`src/rtl/car_motion_controller_pkg.sv`:
```
// Shared constants for the car motion controller, the sprite display and the
// collision logic: lane reset positions, lane frame periods, lane Y rows and
// the default lane direction pattern.
package car_motion_controller_pkg;

    // Lane index 0..4 corresponds to lanes 1..5.
    localparam logic [4:0][9:0] C_CAR_RESET_X = {10'd512, 10'd384, 10'd256, 10'd128, 10'd0};

    // Number of frames between moves for each lane (lane 1 in element 0).
    localparam logic [4:0][1:0] C_LANE_PERIOD = {2'd2, 2'd3, 2'd1, 2'd2, 2'd1};

    // Lane Y rows used by the sprite display and the collision logic.
    localparam logic [9:0] C_LINE_1_Y = 10'd64;
    localparam logic [9:0] C_LINE_2_Y = 10'd128;
    localparam logic [9:0] C_LINE_3_Y = 10'd192;
    localparam logic [9:0] C_LINE_4_Y = 10'd256;
    localparam logic [9:0] C_LINE_5_Y = 10'd320;
    localparam logic [9:0] C_LINE_6_Y = 10'd384;

    // 1 = moving right. Lane 5 reuses bit 0.
    localparam logic [3:0] C_LANE_DIR = 4'b0101;

    typedef enum logic [1:0] {
        IDLE   = 2'd0,
        UPDATE = 2'd1,
        DONE   = 2'd2
    } state_t;

    // Direction flag for a lane index 0..4; lane 5 shares the lane 1 bit.
    function automatic logic lane_dir_bit(input logic [3:0] dir, input logic [2:0] lane);
        if (lane == 3'd4) begin
            return dir[0];
        end
        return dir[lane[1:0]];
    endfunction

endpackage

```
`src/rtl/car_motion_controller_if.sv`:
```
// Frame handshake and car position bus between the frame timing logic,
// the motion controller and the sprite display.
interface car_motion_controller_if;
    logic       i_Frame_Tick;
    logic [1:0] i_Level;
    logic       i_Pause;
    logic [9:0] o_Car_1X_Position;
    logic [9:0] o_Car_2X_Position;
    logic [9:0] o_Car_3X_Position;
    logic [9:0] o_Car_4X_Position;
    logic [9:0] o_Car_5X_Position;
    logic [3:0] o_Reverse;
    logic       o_Busy;
    logic       o_Update_Done;

    modport master (
        output i_Frame_Tick, i_Level, i_Pause,
        input  o_Car_1X_Position, o_Car_2X_Position, o_Car_3X_Position,
               o_Car_4X_Position, o_Car_5X_Position, o_Reverse, o_Busy, o_Update_Done
    );

    modport slave (
        input  i_Frame_Tick, i_Level, i_Pause,
        output o_Car_1X_Position, o_Car_2X_Position, o_Car_3X_Position,
               o_Car_4X_Position, o_Car_5X_Position, o_Reverse, o_Busy, o_Update_Done
    );
endinterface

```
`src/rtl/car_motion_controller_lane_step.sv`:
```
// Combinational wrap-around adder: moves one car X by step pixels in the
// lane direction, wrapping inside 0..H_VISIBLE_AREA-1.
module car_lane_step #(
    parameter int H_VISIBLE_AREA = 640
) (
    input  logic [9:0] x,
    input  logic [2:0] step,
    input  logic       dir,
    output logic [9:0] new_x
);
    localparam logic [10:0] MODULUS = 11'(H_VISIBLE_AREA);

    logic [10:0] x_w;
    logic [10:0] step_w;
    logic [10:0] sum;

    assign x_w    = {1'b0, x};
    assign step_w = {8'd0, step};
    assign sum    = x_w + step_w;

    // Right wraps past the right edge; left borrows a full line width when it would go negative.
    always_comb begin
        new_x = x;
        if (dir) begin
            if (sum >= MODULUS) begin
                new_x = 10'(sum - MODULUS);
            end else begin
                new_x = 10'(sum);
            end
        end else begin
            if (x_w < step_w) begin
                new_x = 10'(x_w + MODULUS - step_w);
            end else begin
                new_x = 10'(x_w - step_w);
            end
        end
    end
endmodule

```
`src/rtl/car_motion_controller.sv`:
```
// Frame-synchronous car X position generator. Each accepted frame tick walks
// the five lanes one per cycle through a single shared wrap adder; outputs
// therefore only change during vertical blanking.
module car_motion_controller
    import car_motion_controller_pkg::*;
#(
    parameter int         H_VISIBLE_AREA = 640,
    parameter int         NUM_LANES      = 5,
    parameter logic [3:0] LANE_DIR       = C_LANE_DIR
) (
    input  logic                    i_Clk,
    input  logic                    i_Rst_L,
    car_motion_controller_if.slave  bus
);
    state_t     state_q;
    state_t     state_n;
    logic [2:0] idx_q;
    logic [2:0] step_q;
    logic       pause_q;
    logic       busy_q;
    logic       done_q;
    logic [3:0] reverse_q;
    logic [9:0] x_q   [NUM_LANES];
    logic [1:0] cnt_q [NUM_LANES];

    logic [2:0] lane_sel;
    logic       lane_dir;
    logic [1:0] lane_last;
    logic [9:0] lane_new_x;

    // Next-state logic: one lane per UPDATE cycle, then a single DONE cycle.
    always_comb begin
        state_n = state_q;
        case (state_q)
            IDLE:    if (bus.i_Frame_Tick) state_n = UPDATE;
            UPDATE:  if (idx_q == 3'd4) state_n = DONE;
            DONE:    state_n = IDLE;
            default: state_n = IDLE;
        endcase
    end

    // Select the lane being processed and its direction / period terminal count.
    always_comb begin
        lane_sel = idx_q;
        if (idx_q > 3'd4) begin
            lane_sel = 3'd0;
        end
        lane_dir  = lane_dir_bit(LANE_DIR, lane_sel);
        lane_last = C_LANE_PERIOD[lane_sel] - 2'd1;
    end

    car_lane_step #(
        .H_VISIBLE_AREA (H_VISIBLE_AREA)
    ) u_lane_step (
        .x     (x_q[lane_sel]),
        .step  (step_q),
        .dir   (lane_dir),
        .new_x (lane_new_x)
    );

    // State register, frame parameters latched on the accepted tick, and status flags.
    always_ff @(posedge i_Clk or negedge i_Rst_L) begin
        if (!i_Rst_L) begin
            state_q   <= IDLE;
            idx_q     <= 3'd0;
            step_q    <= 3'd1;
            pause_q   <= 1'b0;
            busy_q    <= 1'b0;
            done_q    <= 1'b0;
            reverse_q <= LANE_DIR;
        end else begin
            state_q   <= state_n;
            busy_q    <= (state_q != IDLE);
            done_q    <= (state_q == DONE);
            reverse_q <= LANE_DIR;
            if (state_q == IDLE && bus.i_Frame_Tick) begin
                step_q  <= {1'b0, bus.i_Level} + 3'd1;
                pause_q <= bus.i_Pause;
                idx_q   <= 3'd0;
            end else if (state_q == UPDATE) begin
                idx_q <= idx_q + 3'd1;
            end
        end
    end

    // Per-lane position and frame counter; a lane moves only when its counter hits the period.
    always_ff @(posedge i_Clk or negedge i_Rst_L) begin
        if (!i_Rst_L) begin
            for (int i = 0; i < NUM_LANES; i++) begin
                x_q[i]   <= C_CAR_RESET_X[i];
                cnt_q[i] <= 2'd0;
            end
        end else if (state_q == UPDATE && !pause_q) begin
            if (cnt_q[lane_sel] == lane_last) begin
                x_q[lane_sel]   <= lane_new_x;
                cnt_q[lane_sel] <= 2'd0;
            end else begin
                cnt_q[lane_sel] <= cnt_q[lane_sel] + 2'd1;
            end
        end
    end

    assign bus.o_Car_1X_Position = x_q[0];
    assign bus.o_Car_2X_Position = x_q[1];
    assign bus.o_Car_3X_Position = x_q[2];
    assign bus.o_Car_4X_Position = x_q[3];
    assign bus.o_Car_5X_Position = x_q[4];
    assign bus.o_Reverse         = reverse_q;
    assign bus.o_Busy            = busy_q;
    assign bus.o_Update_Done     = done_q;
endmodule

```
`src/flat_wrapper.sv`:
```
// flat-port wrapper written by rule: the top's interface ports become plain ports
module car_motion_controller_flat import car_motion_controller_pkg::*;
#(
    parameter int         H_VISIBLE_AREA = 640,
    parameter int         NUM_LANES      = 5,
    parameter logic [3:0] LANE_DIR       = C_LANE_DIR
)
  (i_Clk, i_Rst_L, bus_i_Frame_Tick, bus_i_Level, bus_i_Pause, bus_o_Car_1X_Position, bus_o_Car_2X_Position, bus_o_Car_3X_Position, bus_o_Car_4X_Position, bus_o_Car_5X_Position, bus_o_Reverse, bus_o_Busy, bus_o_Update_Done);
  car_motion_controller_if bus_i ();
  input  logic i_Clk;
  input  logic i_Rst_L;
  input wire logic [$bits(bus_i.i_Frame_Tick)-1:0] bus_i_Frame_Tick;
  input wire logic [$bits(bus_i.i_Level)-1:0] bus_i_Level;
  input wire logic [$bits(bus_i.i_Pause)-1:0] bus_i_Pause;
  output wire logic [$bits(bus_i.o_Car_1X_Position)-1:0] bus_o_Car_1X_Position;
  output wire logic [$bits(bus_i.o_Car_2X_Position)-1:0] bus_o_Car_2X_Position;
  output wire logic [$bits(bus_i.o_Car_3X_Position)-1:0] bus_o_Car_3X_Position;
  output wire logic [$bits(bus_i.o_Car_4X_Position)-1:0] bus_o_Car_4X_Position;
  output wire logic [$bits(bus_i.o_Car_5X_Position)-1:0] bus_o_Car_5X_Position;
  output wire logic [$bits(bus_i.o_Reverse)-1:0] bus_o_Reverse;
  output wire logic [$bits(bus_i.o_Busy)-1:0] bus_o_Busy;
  output wire logic [$bits(bus_i.o_Update_Done)-1:0] bus_o_Update_Done;
  assign bus_i.i_Frame_Tick = bus_i_Frame_Tick;
  assign bus_i.i_Level = bus_i_Level;
  assign bus_i.i_Pause = bus_i_Pause;
  assign bus_o_Car_1X_Position = bus_i.o_Car_1X_Position;
  assign bus_o_Car_2X_Position = bus_i.o_Car_2X_Position;
  assign bus_o_Car_3X_Position = bus_i.o_Car_3X_Position;
  assign bus_o_Car_4X_Position = bus_i.o_Car_4X_Position;
  assign bus_o_Car_5X_Position = bus_i.o_Car_5X_Position;
  assign bus_o_Reverse = bus_i.o_Reverse;
  assign bus_o_Busy = bus_i.o_Busy;
  assign bus_o_Update_Done = bus_i.o_Update_Done;
  car_motion_controller #(.H_VISIBLE_AREA(H_VISIBLE_AREA), .NUM_LANES(NUM_LANES), .LANE_DIR(LANE_DIR)) u_core (.i_Clk(i_Clk), .i_Rst_L(i_Rst_L), .bus(bus_i));
endmodule
```
`config.mk`:
```
export PLATFORM = sky130hd
export DESIGN_NAME = car_motion_controller_flat
export DESIGN_NICKNAME = d
export VERILOG_FILES = /design/src/rtl/car_motion_controller_pkg.sv /design/src/rtl/car_motion_controller_if.sv /design/src/rtl/car_motion_controller_lane_step.sv /design/src/rtl/car_motion_controller.sv /design/src/flat_wrapper.sv
export SDC_FILE = /design/constraint.sdc
export NUM_CORES = 1
export LEC_CHECK = 0
export CAP_MARGIN = 10
export CORE_MARGIN = 2
export CORE_UTILIZATION = 55
export DETAILED_ROUTE_END_ITERATION = 8
export PLACE_DENSITY_LB_ADDON = 0.12
export SLEW_MARGIN = 20
export SYNTH_ARGS = -nofsm -noshare
export SYNTH_HDL_FRONTEND = slang
export SYNTH_SLANG_ARGS = --single-unit
```
`constraint.sdc`:
```
create_clock -name i_Clk -period 6 [get_ports i_Clk]
set_clock_uncertainty 0.1 [all_clocks]
set_input_delay 1.5 -clock i_Clk [delete_from_list [all_inputs] [get_ports i_Clk]]
set_output_delay 1.5 -clock i_Clk [all_outputs]
set_load 0.005 [all_outputs]
```
==> impl_results.md <==
- Result of the run: finished clean
- Critical path arrival: 5.35 ns
- Count of boundary I/O pins: 62
- Overall routing resource usage: 0.306
- Accumulated negative setup slack: 0 ns
- Effective utilization at floorplan: 0.571
- Core Rows: 34
- Wire length after detailed routing: 14,600 µm
- Max Fclk: 191 MHz
- Proportion of layout cells with a drive suffix above 1: 0.152
- Number of enable-type register cells in the synthesized netlist: 0
- Kind of end point of the critical path: flip-flop
- Final count of hold timing violations: 0
- Clock latency on the worst-skew pair: 0.35 ns
- Vias/cell: 6.42
- Core area: 0.00881 mm²
- Residual DRC count: 0
- X dimension of the die: 99.6 µm
- Number of clock sinks: 71
- Y dimension of the die: 99.6 µm
- DIE AREA: 0.00993 mm²
- Global placer's final weighted congestion: 0.981
- GRT Residual Overflow: 0
- Postcts setup bufs: 0
- First-pass GRT wire length: 23,600 µm
- HPWL after detailed placement: 10,700 µm
- Distinct cells, synth: 77
- Count of vias placed by the detailed router: 4,363
- Max-cap viol count: 0
- Iteration-0 DRC count of the detailed router: 321
- Yosys warning count: 0
- Number of gates resized after cts: 0
- Maximum number of pins on one net before global-route repair: 72
- Residual antenna-violating net count after detailed routing: 0
- CP Max Fanout: 17
- Leading cell types by total area after synthesis: dfrtp_1, ha_1, mux2_2, nand2_1, dfstp_2
- Cell at the root of the clock tree: clkbuf_8
- Most repeated cell in the gate-level netlist after synthesis: dfrtp_1
- Asr flop ratio synth: 1.00
- Dominant cell type by area after synthesis: dfrtp_1
- Leading register cell type out of synthesis: dfrtp_1
- Average footprint of a synthesized cell: 9.75 µm²
- Vias in the first global route: 4,346
- Startpoint kind of the worst setup timing path: flip-flop
- Mapped Area: 0.00503 mm²
- Inserted Clock Buffers: 9
- Rel. slew slack: 0.396
- Number of antenna cells inserted: 0
- Htree depth: 3
- Hold Buf Count CTS: 0
- Gate count after technology mapping: 516
- Most used standard cells in the synthesized netlist: dfrtp_1, nand2_1, ha_1, mux2_2, nor2_1
- Number of detailed-route iterations in the first pass: 5
- Data required time at the worst endpoint: 6.11 ns
- Fin nets: 608
- Measured slew at the worst slew-check pin: 0.907 ns
- CTS tree: done
- Fraction of post-synthesis cell area in the top cell type by area: 0.323
- Final count of pins violating max slew: 0
- Unrepaired setup endpoints after global routing: false
- Endpoints failing setup: 0
- Antenna violations before repair: 0
- Clock slew at reported path FFs: 0.09 ns
- Area Growth Syn to Fin: 16.8%
- WS Path Type: reg2reg
- Count of filler cells inserted in the layout: 716
- Tightest Hold Check Type: reg2reg
- Maximum clock path buffer count: 2
- Port Buffer Count: 57
- Wirelength per Cell: 21.4 µm
- Sequential element share of the synthesized area: 0.355
- Part of the cycle the worst path needs: 0.873
- Time the final worst path needs with I/O delays and setup: 5.24 ns
- Seq cells post-synth: 71
[cells by family after synthesis]
logic type	after synthesis	share of synthesized area
AO/OA/AOI/OAI	127	0.192
AND/OR/NAND/NOR	159	0.163
multiplexers	50	0.113
XOR/XNOR	17	0.0296
other	2	0.00149
buffers and inverters	55	0.0535
adder cells (fa/ha/maj)	35	0.0930
flip-flops	71	0.355
[path summary, 6_finish.rpt]
check | from | end | slack [ns] | cells after the start
max | u_core.idx_q[1] | u_core.bus.o_Car_1X_Position[8] | 0.76 | 19
max in group asynchronous | i_Rst_L | u_core.bus.o_Car_2X_Position[2] | 3.95 | 2
min reg2reg | u_core.step_q[0] | u_core.step_q[0] | 0.41 | 2
max reg2reg | u_core.idx_q[1] | u_core.bus.o_Car_1X_Position[8] | 0.76 | 19
min in group asynchronous | i_Rst_L | u_core.bus.o_Car_2X_Position[8] | 1.22 | 2
min | u_core.step_q[0] | u_core.step_q[0] | 0.41 | 2
[routing by layer]
layer	vias up	wire length [µm]	GRT usage
met5	-	0	0
met4	0	586	0.135
met3	41	922	0.0464
met2	226	6850	0.499
met1	2134	6200	0.407
li1	1962	-	-
[layout make-up]
type / count / area (µm²) / share of cell area
well taps: 108 / 135 / 0.0230
clock buffers: 9 / 124 / 0.0211
inverters: 31 / 116 / 0.0198
flip-flops and latches: 71 / 1780 / 0.304
repair buffers: 62 / 603 / 0.103
clock inverters: 7 / 128 / 0.0217
multi-input cells: 392 / 2990 / 0.508
[worst max-delay path, stage by stage, from the launching register on]
cell and delay (ns):
dfrtp_1 0.54, inv_1 0.09, ha_1 0.21, nand2b_1 0.24
nand2_1 0.16, buf_4 0.25, nand2_1 0.08, a311oi_1 0.29
a31o_2 0.20, inv_1 0.09, fa_1 0.45, o21bai_1 0.36
and3_1 0.29, nand3_1 0.23, xnor2_1 0.23, ha_1 0.23
inv_1 0.12, a211oi_1 0.57, or2_1 0.25, o211ai_1 0.13
[stage by stage]
step,setup WS [ns],util,area (µm²),hold slack (ns),cells
2_1_floorplan,1.12,-,5040,0.372,518
5_1_grt,0.350,0.667,5880,0.435,680
3_3_place_gp,1.23,0.639,5620,0.387,664
3_5_place_dp,0.964,0.639,5620,0.392,664
4_1_cts,0.891,0.667,5880,0.416,680
6_report,0.764,0.667,5880,0.412,680
[state kept, by name, summed over array words and instances (netlist names), 2 cells and up]
register,flops
u_core.bus.o_Car_1X_Position,10
u_core.cnt_q,10
u_core.step_q,3
u_core.idx_q,3
u_core.bus.o_Car_5X_Position,10
u_core.bus.o_Car_4X_Position,10
u_core.state_q,2
u_core.bus.o_Car_3X_Position,10
u_core.bus.o_Car_2X_Position,10
[cell usage in the layout (no fill, tap or decap), types with 4 or more instances in the layout]
cell,instances
mux2i_1,13
clkdlybuf4s50_1,56
nand2_1,52
inv_1,26
and3_1,6
dfstp_2,6
or3_1,4
conb_1,4
o211ai_1,4
ha_1,31
nor2_1,30
nor3_1,5
a31oi_1,9
inv_2,5
o21ai_1,11
mux2_1,5
mux2_2,30
o21a_1,4
nand2b_1,8
nand3_1,17
clkbuf_8,9
buf_4,5
a211oi_1,7
dfrtp_1,65
a21oi_1,20
fa_1,4
o22ai_1,4
xnor2_1,14
nor2b_1,14
o21ai_0,14
a311o_1,5
and2_1,5
o21bai_1,6
Power is left out: the tool's default activity adds up to more than one toggle a clock period on the data nets, which glitch-free logic cannot reach.
